`src/rtl/pong_game_engine.sv`:
```
// Pong game-state engine: PS/2 key decoding, paddle and ball motion on a
// programmable tick, collision/goal detection, scoring and match sequencing.
module pong_game_engine #(
  parameter int FIELD_X0    = 220,
  parameter int FIELD_X1    = 420,
  parameter int FIELD_Y0    = 80,
  parameter int FIELD_Y1    = 450,
  parameter int P1_X        = 220,
  parameter int P2_X        = 400,
  parameter int PADDLE_W    = 20,
  parameter int PADDLE_H    = 80,
  parameter int BALL_R      = 7,
  parameter int BALL_STEP   = 1,
  parameter int PADDLE_STEP = 1,
  parameter int TICK_DIV    = 300000,
  parameter int SERVE_TICKS = 60,
  parameter int WIN_SCORE   = 9
) (
  input  logic       iVGA_CLK,
  input  logic       iRST_n,
  input  logic [7:0] iScan_code,
  input  logic       iScan_valid,
  input  logic       iHold,
  output logic [9:0] oBall_x,
  output logic [9:0] oBall_y,
  output logic [9:0] oP1_y,
  output logic [9:0] oP2_y,
  output logic [3:0] oP1_score,
  output logic [3:0] oP2_score,
  output logic [2:0] oState,
  output logic       oPoint,
  output logic       oWinner
);

  localparam logic [2:0] ST_IDLE  = 3'd0;
  localparam logic [2:0] ST_SERVE = 3'd1;
  localparam logic [2:0] ST_PLAY  = 3'd2;
  localparam logic [2:0] ST_POINT = 3'd3;
  localparam logic [2:0] ST_OVER  = 3'd4;

  localparam int TW = $clog2(TICK_DIV);
  localparam int SW = $clog2(SERVE_TICKS + 1);

  localparam logic [9:0] C_BX = 10'((FIELD_X0 + FIELD_X1) / 2);
  localparam logic [9:0] C_BY = 10'((FIELD_Y0 + FIELD_Y1) / 2);
  localparam logic [9:0] C_PY = 10'((FIELD_Y0 + FIELD_Y1 - PADDLE_H) / 2);

  localparam logic signed [10:0] S_X0   = 11'(FIELD_X0);
  localparam logic signed [10:0] S_X1   = 11'(FIELD_X1);
  localparam logic signed [10:0] S_Y0   = 11'(FIELD_Y0);
  localparam logic signed [10:0] S_Y1   = 11'(FIELD_Y1);
  localparam logic signed [10:0] S_P1R  = 11'(P1_X + PADDLE_W);
  localparam logic signed [10:0] S_P2X  = 11'(P2_X);
  localparam logic signed [10:0] S_PH   = 11'(PADDLE_H);
  localparam logic signed [10:0] S_PMAX = 11'(FIELD_Y1 - PADDLE_H);
  localparam logic signed [10:0] S_REACH = 11'(BALL_R + BALL_STEP);
  localparam logic signed [10:0] S_PS   = 11'(PADDLE_STEP);

  logic [2:0]    state_q, state_d;
  logic [9:0]    ball_x_q, ball_x_d, ball_y_q, ball_y_d;
  logic [9:0]    p1_y_q, p1_y_d, p2_y_q, p2_y_d;
  logic [3:0]    s1_q, s1_d, s2_q, s2_d;
  logic          dx_r_q, dx_r_d, dy_dn_q, dy_dn_d;
  logic [TW-1:0] tick_cnt_q, tick_cnt_d;
  logic [SW-1:0] serve_cnt_q, serve_cnt_d;
  logic          point_q, point_d, winner_q, winner_d, scorer_q, scorer_d;
  logic [3:0]    keys_q, keys_d;   // {p2_dn, p2_up, p1_dn, p1_up}
  logic          brk_q, brk_d;
  logic [3:0]    key_sel;

  logic                tick;
  logic signed [10:0]  bx, by, p1s, p2s;
  logic                hit1, hit2, wall_t, wall_b, goal_l, goal_r, win_now;
  logic [9:0]          p1_mv, p2_mv;

  function automatic logic [9:0] paddle_next(input logic [9:0] y, input logic up, input logic dn);
    logic signed [10:0] t;
    t = signed'({1'b0, y});
    if (up && !dn)      t = t - S_PS;
    else if (dn && !up) t = t + S_PS;
    if (t < S_Y0)        t = S_Y0;
    else if (t > S_PMAX) t = S_PMAX;
    return t[9:0];
  endfunction

  always_comb begin
    keys_d = keys_q;
    brk_d  = brk_q;
    case (iScan_code)
      8'h1D:   key_sel = 4'b0001;
      8'h1B:   key_sel = 4'b0010;
      8'h43:   key_sel = 4'b0100;
      8'h42:   key_sel = 4'b1000;
      default: key_sel = 4'b0000;
    endcase
    if (iScan_valid && iScan_code != 8'hE0) begin
      if (iScan_code == 8'hF0) begin
        brk_d = 1'b1;
      end else begin
        keys_d = brk_q ? (keys_q & ~key_sel) : (keys_q | key_sel);
        brk_d  = 1'b0;
      end
    end
  end

  assign tick  = (tick_cnt_q == TW'(TICK_DIV - 1));
  assign bx    = signed'({1'b0, ball_x_q});
  assign by    = signed'({1'b0, ball_y_q});
  assign p1s   = signed'({1'b0, p1_y_q});
  assign p2s   = signed'({1'b0, p2_y_q});
  assign p1_mv = paddle_next(p1_y_q, keys_q[0], keys_q[1]);
  assign p2_mv = paddle_next(p2_y_q, keys_q[2], keys_q[3]);

  // Every check looks one step ahead of the current position.
  assign hit1   = !dx_r_q && (bx - S_REACH <= S_P1R) && (by >= p1s) && (by <= p1s + S_PH);
  assign hit2   =  dx_r_q && (bx + S_REACH >= S_P2X) && (by >= p2s) && (by <= p2s + S_PH);
  assign wall_t = !dy_dn_q && (by - S_REACH < S_Y0);
  assign wall_b =  dy_dn_q && (by + S_REACH > S_Y1);
  assign goal_l = !dx_r_q && (bx - S_REACH < S_X0) && !hit1;
  assign goal_r =  dx_r_q && (bx + S_REACH > S_X1) && !hit2;
  assign win_now = ((scorer_q ? s2_q : s1_q) == 4'(WIN_SCORE));

  always_comb begin
    state_d     = state_q;
    ball_x_d    = ball_x_q;
    ball_y_d    = ball_y_q;
    p1_y_d      = p1_y_q;
    p2_y_d      = p2_y_q;
    s1_d        = s1_q;
    s2_d        = s2_q;
    dx_r_d      = dx_r_q;
    dy_dn_d     = dy_dn_q;
    tick_cnt_d  = tick_cnt_q;
    serve_cnt_d = serve_cnt_q;
    point_d     = 1'b0;
    winner_d    = winner_q;
    scorer_d    = scorer_q;
    if (iHold) begin
      state_d     = ST_IDLE;
      ball_x_d    = C_BX;
      ball_y_d    = C_BY;
      p1_y_d      = C_PY;
      p2_y_d      = C_PY;
      s1_d        = '0;
      s2_d        = '0;
      dx_r_d      = 1'b0;
      dy_dn_d     = 1'b1;
      tick_cnt_d  = '0;
      serve_cnt_d = '0;
      winner_d    = 1'b0;
      scorer_d    = 1'b0;
    end else if (state_q == ST_IDLE) begin
      state_d = ST_SERVE;
    end else begin
      tick_cnt_d = tick ? '0 : tick_cnt_q + TW'(1);
      case (state_q)
        ST_SERVE: if (tick) begin
          p1_y_d = p1_mv;
          p2_y_d = p2_mv;
          if (serve_cnt_q == SW'(SERVE_TICKS - 1)) begin
            state_d     = ST_PLAY;
            serve_cnt_d = '0;
          end else begin
            serve_cnt_d = serve_cnt_q + SW'(1);
          end
        end
        ST_PLAY: if (tick) begin
          p1_y_d = p1_mv;
          p2_y_d = p2_mv;
          if (goal_l) begin
            s2_d     = s2_q + 4'd1;
            scorer_d = 1'b1;
            point_d  = 1'b1;
            state_d  = ST_POINT;
          end else if (goal_r) begin
            s1_d     = s1_q + 4'd1;
            scorer_d = 1'b0;
            point_d  = 1'b1;
            state_d  = ST_POINT;
          end else if (hit1 || hit2 || wall_t || wall_b) begin
            if (hit1 || hit2)     dx_r_d  = ~dx_r_q;
            if (wall_t || wall_b) dy_dn_d = ~dy_dn_q;
          end else begin
            ball_x_d = dx_r_q  ? ball_x_q + 10'(BALL_STEP) : ball_x_q - 10'(BALL_STEP);
            ball_y_d = dy_dn_q ? ball_y_q + 10'(BALL_STEP) : ball_y_q - 10'(BALL_STEP);
          end
        end
        ST_POINT: begin
          if (win_now) begin
            state_d  = ST_OVER;
            winner_d = scorer_q;
          end else begin
            // Serve toward whoever conceded.
            state_d     = ST_SERVE;
            ball_x_d    = C_BX;
            ball_y_d    = C_BY;
            dx_r_d      = ~scorer_q;
            dy_dn_d     = 1'b1;
            serve_cnt_d = '0;
          end
        end
        default: ;
      endcase
    end
  end

  always_ff @(posedge iVGA_CLK or negedge iRST_n) begin
    if (!iRST_n) begin
      state_q     <= ST_IDLE;
      ball_x_q    <= C_BX;
      ball_y_q    <= C_BY;
      p1_y_q      <= C_PY;
      p2_y_q      <= C_PY;
      s1_q        <= '0;
      s2_q        <= '0;
      dx_r_q      <= 1'b0;
      dy_dn_q     <= 1'b1;
      tick_cnt_q  <= '0;
      serve_cnt_q <= '0;
      point_q     <= 1'b0;
      winner_q    <= 1'b0;
      scorer_q    <= 1'b0;
      keys_q      <= '0;
      brk_q       <= 1'b0;
    end else begin
      state_q     <= state_d;
      ball_x_q    <= ball_x_d;
      ball_y_q    <= ball_y_d;
      p1_y_q      <= p1_y_d;
      p2_y_q      <= p2_y_d;
      s1_q        <= s1_d;
      s2_q        <= s2_d;
      dx_r_q      <= dx_r_d;
      dy_dn_q     <= dy_dn_d;
      tick_cnt_q  <= tick_cnt_d;
      serve_cnt_q <= serve_cnt_d;
      point_q     <= point_d;
      winner_q    <= winner_d;
      scorer_q    <= scorer_d;
      keys_q      <= keys_d;
      brk_q       <= brk_d;
    end
  end

  assign oBall_x   = ball_x_q;
  assign oBall_y   = ball_y_q;
  assign oP1_y     = p1_y_q;
  assign oP2_y     = p2_y_q;
  assign oP1_score = s1_q;
  assign oP2_score = s2_q;
  assign oState    = state_q;
  assign oPoint    = point_q;
  assign oWinner   = winner_q;

endmodule

```
`config.mk`:
```
export PLATFORM = sky130hd
export DESIGN_NAME = pong_game_engine
export DESIGN_NICKNAME = d
export VERILOG_FILES = /design/src/rtl/pong_game_engine.sv
export SDC_FILE = /design/constraint.sdc
export NUM_CORES = 1
export LEC_CHECK = 0
export CORE_ASPECT_RATIO = 2
export CORE_MARGIN = 3
export CORE_UTILIZATION = 35
export DETAILED_ROUTE_END_ITERATION = 8
export GPL_TIMING_DRIVEN = 0
export SYNTH_ARGS = -nofsm -noshare
export SYNTH_HDL_FRONTEND = slang
export SYNTH_SLANG_ARGS = --single-unit
```
`constraint.sdc`:
```
create_clock -name iVGA_CLK -period 3.6 [get_ports iVGA_CLK]
set_input_delay 0.54 -clock iVGA_CLK [delete_from_list [all_inputs] [get_ports iVGA_CLK]]
set_output_delay 0.54 -clock iVGA_CLK [all_outputs]
set_load 0.005 [all_outputs]
```
Word level (Yosys, flattened, before mapping)
Cells that the tools add are included.

Bits in registers: 86. Output and inout bits: 53.

$add $sub $neg: 18. $lt $le $gt $ge: 14. Equality and inequality tests: 27. Multiplexer cells: 101. Bitwise operators: 7. Reduce and logical (&&, ||, !) cells: 53.

Operators with widths (number): 10-bit two-way mux (28); 19-bit two-way mux (3); 4-bit two-way mux (13); 11-bit by 10-bit > comparator with 1-bit output (second input constant) (4); 11-bit two-way mux (4); 10-bit case mux with 2 select lines (2); 11-bit by 8-bit < comparator with 1-bit output (second input constant) (3); 1-bit two-way mux (33); 6-bit two-way mux (5); 3-bit inequality test (second input constant) (9); 3-bit two-way mux (8); 10-bit by 1-bit adder with 11-bit output (second input constant) (2); 10-bit by 4-bit adder with 11-bit output (second input constant) (2); 10-bit by 7-bit adder with 11-bit output (second input constant) (2); 11-bit <= comparator (2); 10-bit by 1-bit subtractor with 11-bit output (second input constant) (2); 10-bit by 4-bit subtractor with 11-bit output (second input constant) (2); 10-bit by 1-bit adder with 10-bit output (second input constant) (2); 10-bit >= comparator (2); 10-bit by 1-bit subtractor with 10-bit output (second input constant) (2); 19-bit by 1-bit adder with 19-bit output (second input constant) (1); 19-bit equality test (second input constant) (1); 1-bit logical AND (17); 8-bit by 5-bit equality test with 1-bit output (second input constant) (2); other kinds (36) (69).

Longest topological paths before layout
Depth in word-level cells: 15. Gate-level depth with buffers: 14. Mapped depth without buffers: 12.

Least setup slack after synthesis
No wires, ideal clock.

Kind: register -> register. Start: register p1_y_q[5] (netlist: oP1_y[5]). End: register ball_x_q[9] (netlist: oBall_x[9]). Setup time: 0.124 ns. Arrival: 3.290 ns. Data required time: 3.476 ns. Slack: 0.186 ns. Stages on the path, launching flop included: 14. Buffers on the path: 1. Period minus slack after synthesis: 3.414 ns. Path through: dfstp_2 -> clkbuf_1 -> inv_1 -> ha_1 -> inv_1 -> ha_1 -> a21o_1 -> a21o_1 -> a2111oi_0 -> o311ai_1 -> o31ai_1 -> nor4b_4 -> a21oi_2 -> a211o_1.

Cells in the longest elaborated chain, start to end: 8. Elaborated cells on any way between the ends: 13.

RTL lines: start, declared (RTL line 61) `logic [9:0] p1_y_q, p1_y_d, p2_y_q, p2_y_d;`; start signal, assigned (RTL line 229) `p1_y_q <= p1_y_d;`; 10-bit by 7-bit adder with 11-bit output or 10-bit >= comparator (tied branches) (RTL line 115) `assign hit1 = !dx_r_q && (bx - S_REACH <= S_P1R) && (by >= p1s) && (by <= p1s + S_PH);`; 11-bit <= comparator or 1-bit logical AND (tied branches) (RTL line 115); 1-bit logical AND * (RTL line 115); 1-bit logical OR (3 in a row) (RTL line 180) `end else if (hit1 || hit2 || wall_t || wall_b) begin`; 3-bit inequality test (no line); 7-bit AND reduction (no line) *; end signal, assigned (RTL line 227) `ball_x_q <= ball_x_d;`; end, declared (RTL line 60) `logic [9:0] ball_x_q, ball_x_d, ball_y_q, ball_y_d;`.

Every way passes the cells marked *; elsewhere a longest branch is shown, timed or not. A chain may end at the register's enable or synchronous reset.

Final worst setup path
Start: register p2_y_q[4] (netlist: oP2_y[4]). End: register ball_y_q[0] (netlist: oBall_y[0]).

Cells in the longest elaborated chain, start to end: 8. Elaborated cells on any way between the ends: 13.

RTL lines: start, declared (RTL line 61); start signal, assigned (RTL line 230) `p2_y_q <= p2_y_d;`; 10-bit by 7-bit adder with 11-bit output or 10-bit >= comparator (tied branches) (RTL line 116) `assign hit2 = dx_r_q && (bx + S_REACH >= S_P2X) && (by >= p2s) && (by <= p2s + S_PH);`; 11-bit <= comparator or 1-bit logical AND (tied branches) (RTL line 116); 1-bit logical AND * (RTL line 116); 1-bit logical OR (3 in a row) (RTL line 180); 3-bit inequality test (no line); 7-bit AND reduction (no line) *; end signal, assigned (RTL line 228) `ball_y_q <= ball_y_d;`; end, declared (RTL line 60).

Marked as above.

==> metrics <==
clk_lat worst skew=0.36 ns; I/O pin count=65; H-tree depth=3; initial antenna violation count=0; Area Growth Syn to Fin=21.9%; clock period minus worst slack=3.51 ns; total number of vias=7179; DRC viols=0; critical path cell sequence=buf_4, a21oi_4, nor2_1, xnor2_1, ha_1, and3_4, a211oi_1, a41o_1, a31o_2, a311oi_4, nor4b_4, buf_6, buf_4, a21o_1, buf_6, mux2_2; CP Launch Type=flip-flop; antenna viol nets, final=0; placed insts=1208; TritonCTS clock tree=built; drt wl/cell=18.9 um; Overflow after GRT=0; syn avg cell area=8.59 um^2; crit end category=flip-flop; gp weighted congestion=0.916; clock root buffer=clkbuf_16; Setup CP Type=reg -> reg; TritonCTS Buffers=9; Cell Area, Synth=7510 um^2; prevailing post-synth register cell=dfrtp_1; measured slew at the worst slew-check pin=0.944 ns; Pint=1.68 mW; largest net degree at the start of global routing=62; DRT iter0 DRCs=331; Hold Path Class=in -> async; # port buffers=64; EDFF count, synth=0; DRT Pass-1 Iters=4; Final Power=2.45 mW; Worst EP arrival=3.80 ns; clk buf depth=2; area leader, netlist=dfrtp_1; layout cells sized above 1=0.123; max incr delay on CP=0.46 ns; ANT cells=0; max-cap violations=0; count leader, synth=dfrtp_1; Synth Instances=874; Synth top cells by count=dfrtp_1 (72), ha_1 (68), nor2_1 (67), a21oi_1 (57); Fill cells=2113; cts hold-fix bufs=0; DP Wirelength=17.6 mm; Initial Utilization=0.357; fraction of power consumed by sequential logic=0.425; NetSw=770 uW; Final period util=0.976; Net Sw Frac=0.314; Final Non-Filler Cells=1247; post-synthesis register bit count=86; Yosys Warn Count=0; sequential share of the synthesized area=0.289; final wirelength=23.6 mm; Site Rows=75; Die W=110 um; Comb pwr share=0.197; Max Clk Rate=285 MHz; ys async rst share=1.00; Vias/cell=5.76; global-route wire length before repair=36.1 mm; Final Skew=0.0104 ns; final setup fails=0; Nets=1055; vias in the first global route=7096; top-area cell type share of the netlist area=0.240; total leakage power=3.78 nW; Hold Fails Final Rpt=0; Crit Path Max Fanout=10; Distinct cells, synth=90; normalized max-slew margin=0.371; post-synthesis net count=956; CP delay by family, top=compound AO/OA/AOI/OAI gates; die height=213 um; Worst-path clk slew=0.07 ns; Crit path required time=3.89 ns; maximum vdd drop=182 uV; leading cell types by total area after synthesis=dfrtp_1 (24%), ha_1 (11%), dfstp_2 (4.9%), xnor2_1 (4.0%), a21oi_1 (3.8%); Critical-path top delay cell=dfrtp_2; P per Cell Area=268 nW/um^2; area of the core=21000 um^2; Clk pwr share=0.377; CP bufs+invs=4; Hold Slack=0.0925 ns; Total GRT Usage=0.200; status=finished, final reports clean; Die ar.=23400 um^2; TritonCTS Sinks=86; final slew viol count=0
[worst paths after layout]
kind	startpoint	to	slack [ns]	depth (start not counted)
setup / recovery	oP2_y[4]	oBall_y[0]	0.09	16
hold / removal	iRST_n	oP1_y[3]	0.09	1
setup reg to reg	oP2_y[4]	oBall_y[0]	0.09	16
hold reg to reg	serve_cnt_q[3]	serve_cnt_q[3]	0.53	1
max in group asynchronous	iRST_n	oBall_x[6]	2.82	2
min in group iVGA_CLK	serve_cnt_q[3]	serve_cnt_q[3]	0.53	1
[per-stage QoR]
stage | setup slack, ns | cell area, um^2 | util | setup TNS, ns
global route | -0.0457 | 9150 | 0.435 | -0.238
detailed placement | -0.605 | 8510 | 0.405 | -12.60
CTS | 0.0112 | 8900 | 0.423 | 0
finish | 0.0867 | 9150 | 0.435 | 0
floorplan | 0.186 | 7510 | - | 0
global placement | -1.51 | 8490 | 0.404 | -124.57
[per-layer routing]
metal  track usage  wire [um]
met3        0.0278        863
met5             0          0
met1         0.199       8440
met4         0.118       1420
met2         0.382      12800
[registers in the layout, indices dropped and copies added (netlist names), 3 cells and up, named ones only]
| name | flops |
|---|---|
| oBall_x | 10 |
| oState | 3 |
| oP2_y | 10 |
| oP1_y | 10 |
| tick_cnt_q | 19 |
| serve_cnt_q | 6 |
| oBall_y | 10 |
| oP1_score | 4 |
| oP2_score | 4 |
[cell type report]
type	instances	area, um^2	area share
clock buffer	9	225	0.0246
sequential	86	2170	0.237
buffer	27	164	0.0179
multi-input combinational	705	5100	0.557
tap	269	337	0.0368
timing repair buffer	92	902	0.0986
inverter	52	195	0.0213
clock inverter	7	55.1	0.00602
[cells in the final DEF (no fill, tap or decap), types with 16 or more instances in the layout]
| master | n |
|---|---|
| dfrtp_1 | 69 |
| nand2b_1 | 19 |
| nand2_1 | 52 |
| nand3_1 | 34 |
| nand4_1 | 16 |
| a21oi_1 | 55 |
| inv_1 | 52 |
| clkdlybuf4s50_1 | 63 |
| nor3_1 | 27 |
| buf_4 | 29 |
| ha_1 | 66 |
| xor2_1 | 23 |
| nor2_1 | 67 |
| xnor2_1 | 34 |
| o21ai_0 | 49 |
[cell families after synthesis]
kind of cell / share of synthesized area
fa+ha+maj: 0.119
simple gates: 0.241
xor+xnor: 0.0665
mux: 0.0168
flops: 0.289
compound gates: 0.220
buf+inv: 0.0480
[power groups by stage]
| stage | Combinational (mW) | Sequential (mW) | Clock (mW) |
|---|---|---|---|
| after floorplan | 0.302 | 1.04 | 0 |
| after global placement | 0.446 | 1.06 | 0 |
| after detailed placement | 0.454 | 1.06 | 0 |
| after CTS | 0.462 | 1.04 | 0.958 |
| after global routing | 0.539 | 1.05 | 0.989 |
| final | 0.484 | 1.04 | 0.925 |
[what timing repair did]
| action | CTS | global route |
|---|---|---|
| endpoints found under the setup margin | 33 | 26 |
| cloned | 0 | 3 |
| pin swaps | 6 | 15 |
| setup buffers | 8 | 17 |
| gates resized for setup | 16 | 19 |
(Power assumes the default switching activity.)
